[src/rtl/approx_add_sched_if.sv]
// Request/result bus between the accelerator requesters and the shared approximate adder.
// master = requester/consumer side, slave = scheduler side.
interface approx_add_sched_if #(
   parameter int N_REQ = 4,
   parameter int IDW   = 2
);
   logic [N_REQ-1:0]   req_valid;
   logic [N_REQ-1:0]   req_ready;
   logic [6*N_REQ-1:0] req_a;
   logic [6*N_REQ-1:0] req_b;
   logic               res_valid;
   logic               res_ready;
   logic [6:0]         res_sum;
   logic [IDW-1:0]     res_id;

   modport master (
      output req_valid, req_a, req_b, res_ready,
      input  req_ready, res_valid, res_sum, res_id
   );

   modport slave (
      input  req_valid, req_a, req_b, res_ready,
      output req_ready, res_valid, res_sum, res_id
   );
endinterface

[src/rtl/approx_add_sched.sv]
// Round-robin scheduler sharing one 6-bit approximate adder between N_REQ requesters,
// plus the approximate adder itself (lower P bits OR-ed, upper bits exact ripple).
module approx #(
   parameter int p = 4
) (
   input  logic [5:0] a,
   input  logic [5:0] b,
   output logic [6:0] y
);
   generate
      if (p == 0) begin : g_exact
         assign y = {1'b0, a} + {1'b0, b};
      end else begin : g_approx
         logic carry;
         // Carry into the exact part is guessed from the top approximated bit only.
         assign carry    = a[p-1] & b[p-1];
         assign y[p-1:0] = a[p-1:0] | b[p-1:0];
         assign y[6:p]   = {1'b0, a[5:p]} + {1'b0, b[5:p]} + {{(6-p){1'b0}}, carry};
      end
   endgenerate
endmodule

module approx_add_sched #(
   parameter int N_REQ = 4,
   parameter int P     = 4,
   parameter int IDW   = 2
) (
   input  logic                clk,
   input  logic                rst,
   approx_add_sched_if.slave   bus,
   output logic                busy,
   output logic [15:0]         op_count
);
   localparam logic [1:0] IDLE = 2'd0;
   localparam logic [1:0] CALC = 2'd1;
   localparam logic [1:0] DONE = 2'd2;

   logic [1:0]     state_q,     state_d;
   logic [IDW-1:0] ptr_q,       ptr_d;
   logic [5:0]     a_q,         a_d;
   logic [5:0]     b_q,         b_d;
   logic [IDW-1:0] id_q,        id_d;
   logic [6:0]     res_sum_q,   res_sum_d;
   logic [IDW-1:0] res_id_q,    res_id_d;
   logic [15:0]    op_count_q,  op_count_d;

   logic [5:0]     a_arr [N_REQ];
   logic [5:0]     b_arr [N_REQ];
   logic [IDW-1:0] win_id;
   logic           any_valid;
   logic           grant_en;
   logic [6:0]     sum_y;

   genvar gi;
   generate
      for (gi = 0; gi < N_REQ; gi++) begin : g_unpack
         assign a_arr[gi] = bus.req_a[6*gi +: 6];
         assign b_arr[gi] = bus.req_b[6*gi +: 6];
         assign bus.req_ready[gi] = grant_en && (win_id == IDW'(gi));
      end
   endgenerate

   // Scan downward from ptr+N-1 to ptr so the last hit is the first valid at or above ptr.
   always_comb begin
      win_id    = '0;
      any_valid = 1'b0;
      for (int k = N_REQ - 1; k >= 0; k--) begin
         if (bus.req_valid[(int'(ptr_q) + k) % N_REQ]) begin
            win_id    = IDW'((int'(ptr_q) + k) % N_REQ);
            any_valid = 1'b1;
         end
      end
   end

   assign grant_en = any_valid &&
                     ((state_q == IDLE) || ((state_q == DONE) && bus.res_ready));

   approx #(.p(P)) u_approx (
      .a (a_q),
      .b (b_q),
      .y (sum_y)
   );

   always_comb begin
      state_d    = state_q;
      ptr_d      = ptr_q;
      a_d        = a_q;
      b_d        = b_q;
      id_d       = id_q;
      res_sum_d  = res_sum_q;
      res_id_d   = res_id_q;
      op_count_d = op_count_q;

      if (state_q == DONE && bus.res_ready) begin
         op_count_d = (op_count_q == 16'hFFFF) ? op_count_q : op_count_q + 16'd1;
         state_d    = IDLE;
      end

      if (state_q == CALC) begin
         res_sum_d = sum_y;
         res_id_d  = id_q;
         state_d   = DONE;
      end

      if (grant_en) begin
         a_d     = a_arr[win_id];
         b_d     = b_arr[win_id];
         id_d    = win_id;
         ptr_d   = (win_id == IDW'(N_REQ - 1)) ? '0 : win_id + IDW'(1);
         state_d = CALC;
      end
   end

   always_ff @(posedge clk or posedge rst) begin
      if (rst) begin
         state_q    <= IDLE;
         ptr_q      <= '0;
         a_q        <= '0;
         b_q        <= '0;
         id_q       <= '0;
         res_sum_q  <= '0;
         res_id_q   <= '0;
         op_count_q <= '0;
      end else begin
         state_q    <= state_d;
         ptr_q      <= ptr_d;
         a_q        <= a_d;
         b_q        <= b_d;
         id_q       <= id_d;
         res_sum_q  <= res_sum_d;
         res_id_q   <= res_id_d;
         op_count_q <= op_count_d;
      end
   end

   assign bus.res_valid = (state_q == DONE);
   assign bus.res_sum   = res_sum_q;
   assign bus.res_id    = res_id_q;
   assign busy          = (state_q != IDLE);
   assign op_count      = op_count_q;
endmodule

[src/flat_wrapper.sv]
// flat-port wrapper written by rule: the top's interface ports become plain ports
module approx_add_sched_flat 
#(
   parameter int N_REQ = 4,
   parameter int P     = 4,
   parameter int IDW   = 2
)
  (clk, rst, busy, op_count, bus_req_valid, bus_req_a, bus_req_b, bus_res_ready, bus_req_ready, bus_res_valid, bus_res_sum, bus_res_id);
  approx_add_sched_if #(.N_REQ(N_REQ), .IDW(IDW)) bus_i ();
  input  logic clk;
  input  logic rst;
  output logic busy;
  output logic [15:0] op_count;
  input wire logic [$bits(bus_i.req_valid)-1:0] bus_req_valid;
  input wire logic [$bits(bus_i.req_a)-1:0] bus_req_a;
  input wire logic [$bits(bus_i.req_b)-1:0] bus_req_b;
  input wire logic [$bits(bus_i.res_ready)-1:0] bus_res_ready;
  output wire logic [$bits(bus_i.req_ready)-1:0] bus_req_ready;
  output wire logic [$bits(bus_i.res_valid)-1:0] bus_res_valid;
  output wire logic [$bits(bus_i.res_sum)-1:0] bus_res_sum;
  output wire logic [$bits(bus_i.res_id)-1:0] bus_res_id;
  assign bus_i.req_valid = bus_req_valid;
  assign bus_i.req_a = bus_req_a;
  assign bus_i.req_b = bus_req_b;
  assign bus_i.res_ready = bus_res_ready;
  assign bus_req_ready = bus_i.req_ready;
  assign bus_res_valid = bus_i.res_valid;
  assign bus_res_sum = bus_i.res_sum;
  assign bus_res_id = bus_i.res_id;
  approx_add_sched #(.N_REQ(N_REQ), .P(P), .IDW(IDW)) u_core (.clk(clk), .rst(rst), .bus(bus_i), .busy(busy), .op_count(op_count));
endmodule
[config.mk]
export PLATFORM = sky130hd
export DESIGN_NAME = approx_add_sched_flat
export DESIGN_NICKNAME = d
export VERILOG_FILES = /design/src/rtl/approx_add_sched_if.sv /design/src/rtl/approx_add_sched.sv /design/src/flat_wrapper.sv
export SDC_FILE = /design/constraint.sdc
export NUM_CORES = 1
export LEC_CHECK = 0
export CELL_PAD_IN_SITES_DETAIL_PLACEMENT = 0
export CELL_PAD_IN_SITES_GLOBAL_PLACEMENT = 1
export CORE_MARGIN = 2
export CORE_UTILIZATION = 33
export CTS_CLUSTER_DIAMETER = 40
export DETAILED_ROUTE_END_ITERATION = 8
export PLACE_DENSITY_LB_ADDON = 0.2
export SYNTH_ARGS = -nofsm -noshare
export SYNTH_HDL_FRONTEND = slang
export SYNTH_HIERARCHICAL = 1
export SYNTH_SLANG_ARGS = --single-unit
[constraint.sdc]
create_clock -name clk -period 2.9 [get_ports clk]
set_clock_uncertainty 0.1 [all_clocks]
set_input_delay 0.87 -clock clk [delete_from_list [all_inputs] [get_ports clk]]
set_output_delay 0.87 -clock clk [all_outputs]
set_load 0.02 [all_outputs]
==> results.md, run 1 <==
* Largest net degree at the start of global routing at 44
* #FFs+latches synth at 43
* Failing checks: setup timing
* Final hold vios at 0
* Startpoint class of the critical path: primary input
* Synthesized area per cell at 9.82 um2
* Layout cell share with drive strength beyond 1 at 0.226
* Synth Area in Compound Gates at 0.177
* Pre-CTS WS at -0.949 ns
* Crit end category: primary output
* Synth Area in Simple Gates at 0.186
* Post-DP HPWL at 4.74 mm
* Post-synth top area share at 0.456
* Post-Synth Adder-Cell Area at 0.0223
* # setup viols final at 1
* Lkg Pwr at approximately 1.6 nW
* Ys Warns at 6
* Initial antenna violation count at 0
* Drt first pass iters at 4
* Syn_nets at 298
* Max Slew Vio Count at 0
* Crit Path Class: in2out
* Ys flop type: dfrtp_1
* Reg area at 0.00108 mm2
* Minimum clock period at 2.91 ns
* Overall Global Routing Usage at 0.163
* CTS Sinks at 43
* Hold WC Path Type: reg2reg
* Die ar. at 0.00783 mm2
* Clock buffer depth at 2
* H-tree levels at 2
* Synth Instances at 240
* EDFF count, synth at 0
* Total wire length at between 6 and 7 mm
* GRT overflow at 0
* Die width at 88.5 um
* Worst Slack Setup Final at -0.00691 ns
* First-pass GRT wire length at 9.92 mm
* R2r worst-path depth at 7
* Crit path max fanout at 5
* Status: finished, violations left
* Ranking of synthesized cells by area: dfrtp_1 46%, nand2_1 6.7%, mux2_2 4.8%
* Max-slew headroom at 0.643
* Worst slew pin tran at between 0.5 and 0.6 ns
* Share of synthesized area spent on multiplexers at 0.0525
* Ports at 86
* Synth area leader: dfrtp_1
* Seq/Total Area, Yosys at 0.456
* Setup_tns at -0.00691 ns
* RSZ-0062 raised after global routing: true
* DRC at 0
* Final hold slack at 0.388 ns
* Crit path DAT at between 1.5 and 2 ns
* CTS root buffer: clkbuf_8
* Final #Nets at 411
* Via count of the first global-routing pass at approximately 2.1k
* Top cells by count, synth: 43 x dfrtp_1, 42 x nand2_1, 21 x nor2_1
* Routability Congestion at 0.860
* Die Span Y at between 80 and 90 um
* Yosys cell types at 37
* Most frequent cell after synthesis: dfrtp_1
* Fill cells at about 640
* Diode count at 0
* Starting Density at 0.343
* Share of synthesized registers carrying an async set or reset at 1.00
* CTS tree: done
* Port bufs at 85
* Clock buffer count from CTS at 5
* Core area at 0.00687 mm2
* Post-detailed-route count of antenna-violating nets at 0
* Worst-path clk slew at 0.08 ns
* XOR/XNOR Fraction of Synth Area at 0.0594
* Worst-Skew Late Latency at 0.29 ns
* Vias per inst at 4.78
* Drt wl/cell at 13.6 um
* Cell area after synthesis at 0.00236 mm2
* Syn-to-layout area delta at 57.4%
* Fmax at roughly 340 MHz
* Footprint of the multi-input gates at 0.00124 mm2
* Peak VDD IR at 316 uV
* Num rows at 30
* Tcrit/Tclk final at 1.00
* Maxcap violations at 0
* Largest family of logic cells by synthesized area: simple AND/OR/NAND/NOR gates
* Critical path required time at 1.93 ns
* DR iter-0 viols at 53
* Power density cells at 816 mW/mm2
* Via count at 2,153
* Worst Hold Depth at 2
==> layer usage <==
| metal | GRT usage | vias to the layer above | part of all wire |
|---|---|---|---|
| met1 | 0.219 | 1006 | 0.46 |
| met5 | 0 | - | 0 |
| met4 | 0.0468 | 0 | 0.0095 |
| met3 | 0.0364 | 4 | 0.064 |
| li1 | - | 1069 | - |
| met2 | 0.266 | 74 | 0.47 |
==> sequential cells by signal (all words and copies together), names as in the netlist <==
register            cells
u_core/op_count        16
u_core/bus.res_sum      7
u_core/a_q              6
u_core/b_q              6
u_core/bus.res_id       2
u_core/id_q             2
u_core/ptr_q            2
u_core/state_q          2
==> critical path: stages <==
cell and delay (ns):
buf_8 0.10, buf_6 0.10, o32a_1 0.31, and2_4 0.18, nor3_4 0.23, buf_6 0.15
==> report_power, final <==
| part | switching (W) | internal, W | total (W) | leakage, nW |
|---|---|---|---|---|
| Combinational | 0.000760 | 0.000808 | 0.00157 | 0.977 |
| Clock | 0.000201 | 0.000279 | 0.000479 | 0.0612 |
| Sequential | 0.000156 | 0.000824 | 0.000980 | 0.516 |
| Total | 0.00112 | 0.00191 | 0.00303 | 1.55 |
==> final timing paths <==
path,from,endpoint,slack (ns)
setup / recovery,bus_req_valid[1],bus_req_ready[2],-0.007
hold / removal,u_core/id_q[0]$_DFFE_PP0P_,u_core/id_q[0]$_DFFE_PP0P_,0.39
setup reg to reg,u_core/ptr_q[1]$_DFFE_PP0P_,u_core/b_q[1]$_DFFE_PP0P_,0.49
hold reg to reg,u_core/id_q[0]$_DFFE_PP0P_,u_core/id_q[0]$_DFFE_PP0P_,0.39
max in group asynchronous,rst,u_core/a_q[1]$_DFFE_PP0P_,1.40
min in group asynchronous,rst,u_core/op_count[14]$_DFFE_PP0P_,0.93
==> repair_timing <==
item / in CTS / in global routing
cloned: 0 / 0
pin swaps: 9 / 6
buffers inserted: 6 / 2
hold buffers: 0 / 0
endpoints found under the setup margin: 6 / 6
resized for setup: 51 / 10
==> through the flow <==
step	power, W	utilization	std cells	instance area [um2]
final	0.00303	0.540	450	3710
after floorplan	0.00186	-	240	2380
after CTS	0.00302	0.536	448	3680
after detailed placement	0.00249	0.507	434	3480
after global routing	0.00326	0.540	450	3710
after global placement	0.00247	0.507	434	3480
==> layout make-up <==
class,instances,area share
Clock buffer,6,0.0223
Multi-Input combinational cell,174,0.335
Inverter,11,0.0111
Clock inverter,2,0.00944
Sequential cell,43,0.290
Tap cell,96,0.0324
Timing Repair Buffer,118,0.300
==> cell families after synthesis <==
logic type	after synthesis
fa+ha+maj	3
flops	43
simple gates	96
compound gates	48
mux	11
buf+inv	23
xor+xnor	16
==> cell usage in the layout, fill, tap and decap left out, types with 4 or more instances in the layout <==
cell type and instances:
a2111oi_0 5, a2111oi_2 5, a21boi_0 13, a311oi_1 12
and3_1 5, buf_4 32, buf_6 5, clkbuf_8 6
clkdlybuf4s50_1 76, dfrtp_1 43, inv_1 9, mux2_2 10
nand2_1 39, nand3_1 7, nor2_1 19, or2_1 4
xnor2_1 11, xor2_1 5
Power figures use the tool's default switching activity.
==> inputs of run 2 (changes only) <==
MAX_ROUTING_LAYER = met4   (was unset)
==> results.md, run 2 (synthesized netlist as in run 1, its figures left out) <==
* Worst Slack Setup Final at -0.00686 ns (+0.0000553 ns)
* Peak VDD IR at 316 uV (about the same)
* Worst reg2reg startpoint: u_core/ptr_q[1]$_DFFE_PP0P_
* Hold WC Path Type: reg2reg
* Dpl cells at 434 (unchanged)
* CTS root buffer: clkbuf_8
* Clock buffer depth at 2 (unchanged)
* Hold_buf cts at 0 (unchanged)
* Reg area at 0.00108 mm2 (unchanged)
* H-tree levels at 2 (unchanged)
* Failing checks: setup timing
* Die ar. at 0.00783 mm2 (unchanged)
* Syn-to-layout area delta at 57.4% (unchanged)
* Crit Path Class: in2out
* Max Slew Vio Count at 0 (unchanged)
* Port bufs at 85 (unchanged)
* Clock buffer count from CTS at 5 (unchanged)
* Commonest non-fill, non-tap cells in the layout: 76 x clkdlybuf4s50_1, 43 x dfrtp_1, 39 x nand2_1, 32 x buf_4, 19 x nor2_1
* GRT overflow at 0 (unchanged)
* Startpoint class of the critical path: primary input
* Routability Congestion at 0.874 (+1.6%)
* Overall Global Routing Usage at 0.168 (+0.00505)
* Starting Density at 0.343 (unchanged)
* Minimum clock period at 2.91 ns (-0.0000553 ns)
* Status: finished, violations left
* Flop2flop setup slack at 0.49 ns (about the same)
* Crit. Startpoint: bus_req_valid[1]
* Drt wl/cell at 13.6 um (-0.11%)
* Max-slew headroom at 0.643 (unchanged)
* Die width at 88.5 um (unchanged)
* Worst slew pin tran at 0.522 ns (+0.000000417 ns)
* Final #Nets at 411 (unchanged)
* # setup viols final at 1 (unchanged)
* Post-detailed-route count of antenna-violating nets at 0 (unchanged)
* Maxcap violations at 0 (unchanged)
* Total wire length at 6.11 mm (-0.11%)
* Crit end category: primary output
* Drt first pass iters at 4 (unchanged)
* Crit path DAT at 1.94 ns (about the same)
* Max reg flops at 16 (unchanged)
* CTS tree: done
* Final hold vios at 0 (unchanged)
* Lkg Pwr at 1.55 nW (unchanged)
* Worst-path clk slew at 0.08 ns (about the same)
* RSZ-0062 raised after global routing: true
* Fmax at 344 MHz (about the same)
* Fill cells at 636 (unchanged)
* Diode count at 0 (unchanged)
* CTS Sinks at 43 (unchanged)
* Power density cells at 816 mW/mm2 (about the same)
* Num rows at 30 (unchanged)
* Footprint of the multi-input gates at 0.00124 mm2 (unchanged)
* Critical path required time at 1.93 ns (about the same)
* Final cell count without fillers at 450 (unchanged)
* Pre-CTS WS at -0.949 ns (unchanged)
* Post-DP HPWL at 4.74 mm (unchanged)
* Die Span Y at 88.5 um (unchanged)
* Hold wc startpoint: u_core/id_q[0]$_DFFE_PP0P_
* Core area at 0.00687 mm2 (unchanged)
* Via count of the first global-routing pass at 2,102 (+0.24%)
* Tcrit/Tclk final at 1.00 (about the same)
* First-pass GRT wire length at 9.89 mm (-0.28%)
* Crit path max fanout at 5 (unchanged)
* Ports at 86 (unchanged)
* Largest net degree at the start of global routing at 44 (unchanged)
* DR iter-0 viols at 55 (+3.8%)
* Setup_tns at -0.00686 ns (+0.0000553 ns)
* Most common cell after layout, fill and taps aside: clkdlybuf4s50_1
* Worst-Skew Late Latency at 0.29 ns (about the same)
* Initial antenna violation count at 0 (unchanged)
* Via count at 2,145 (-0.37%)
* Vias per inst at 4.77 (-0.37%)
* DRC at 0 (unchanged)
* Layout cell share with drive strength beyond 1 at 0.226 (unchanged)
[run 2: cell counts in the layout (fill, tap and decap cells not counted)]
Identical to the previous run, type by type.
[run 2: final cells by class]
| cell class | instances | area share |
|---|---|---|
| clock buffers | 6 | 0.0223 |
| inverters | 11 | 0.0111 |
| clock inverters | 2 | 0.00944 |
| well taps | 96 | 0.0324 |
| repair buffers | 118 | 0.300 |
| flip-flops and latches | 43 | 0.290 |
| multi-input cells | 174 | 0.335 |
[run 2: worst max-delay path: stages]
cell and delay [ns]:
buf_8 0.10, buf_6 0.10, o32a_1 0.31, and2_4 0.18
nor3_4 0.23, buf_6 0.15
[run 2: timing repair]
item                       4_1_cts  5_1_grt
pin swaps                        9        6
gates resized for setup         51       10
setup endpoints to repair        6        6
setup buffers                    6        2
[run 2: worst paths after layout]
path                            cells past startpoint                               to
min in group asynchronous                           3  u_core/op_count[14]$_DFFE_PP0P_
worst min register to register                      2       u_core/id_q[0]$_DFFE_PP0P_
worst max-delay path                                6                 bus_req_ready[2]
worst max register to register                      7        u_core/b_q[1]$_DFFE_PP0P_
worst min-delay path                                2       u_core/id_q[0]$_DFFE_PP0P_
max in group asynchronous                           3        u_core/a_q[1]$_DFFE_PP0P_
[run 2: report_power, final]
part	internal, W	switching (W)	total (W)
logic	0.000808	0.000760	0.00157
registers	0.000824	0.000156	0.000980
clock network	0.000279	0.000201	0.000479
total	0.00191	0.00112	0.00303
[run 2: metrics by stage]
step | util | hold WS (ns) | total power, W | area, um2
5_1_grt | 0.540 | 0.424 | 0.00326 | 3710
4_1_cts | 0.536 | 0.391 | 0.00302 | 3680
3_5_place_dp | 0.507 | 0.371 | 0.00249 | 3480
2_1_floorplan | - | 0.341 | 0.00186 | 2380
6_report | 0.540 | 0.388 | 0.00303 | 3710
3_3_place_gp | 0.507 | 0.361 | 0.00247 | 3480
[run 2: routing by layer]
layer | track usage | vias up | wire (um)
met5 | - | - | 0
met4 | 0.0468 | 0 | 57
met3 | 0.0299 | 4 | 346
met2 | 0.267 | 74 | 2870
met1 | 0.222 | 998 | 2840
li1 | - | 1069 | -
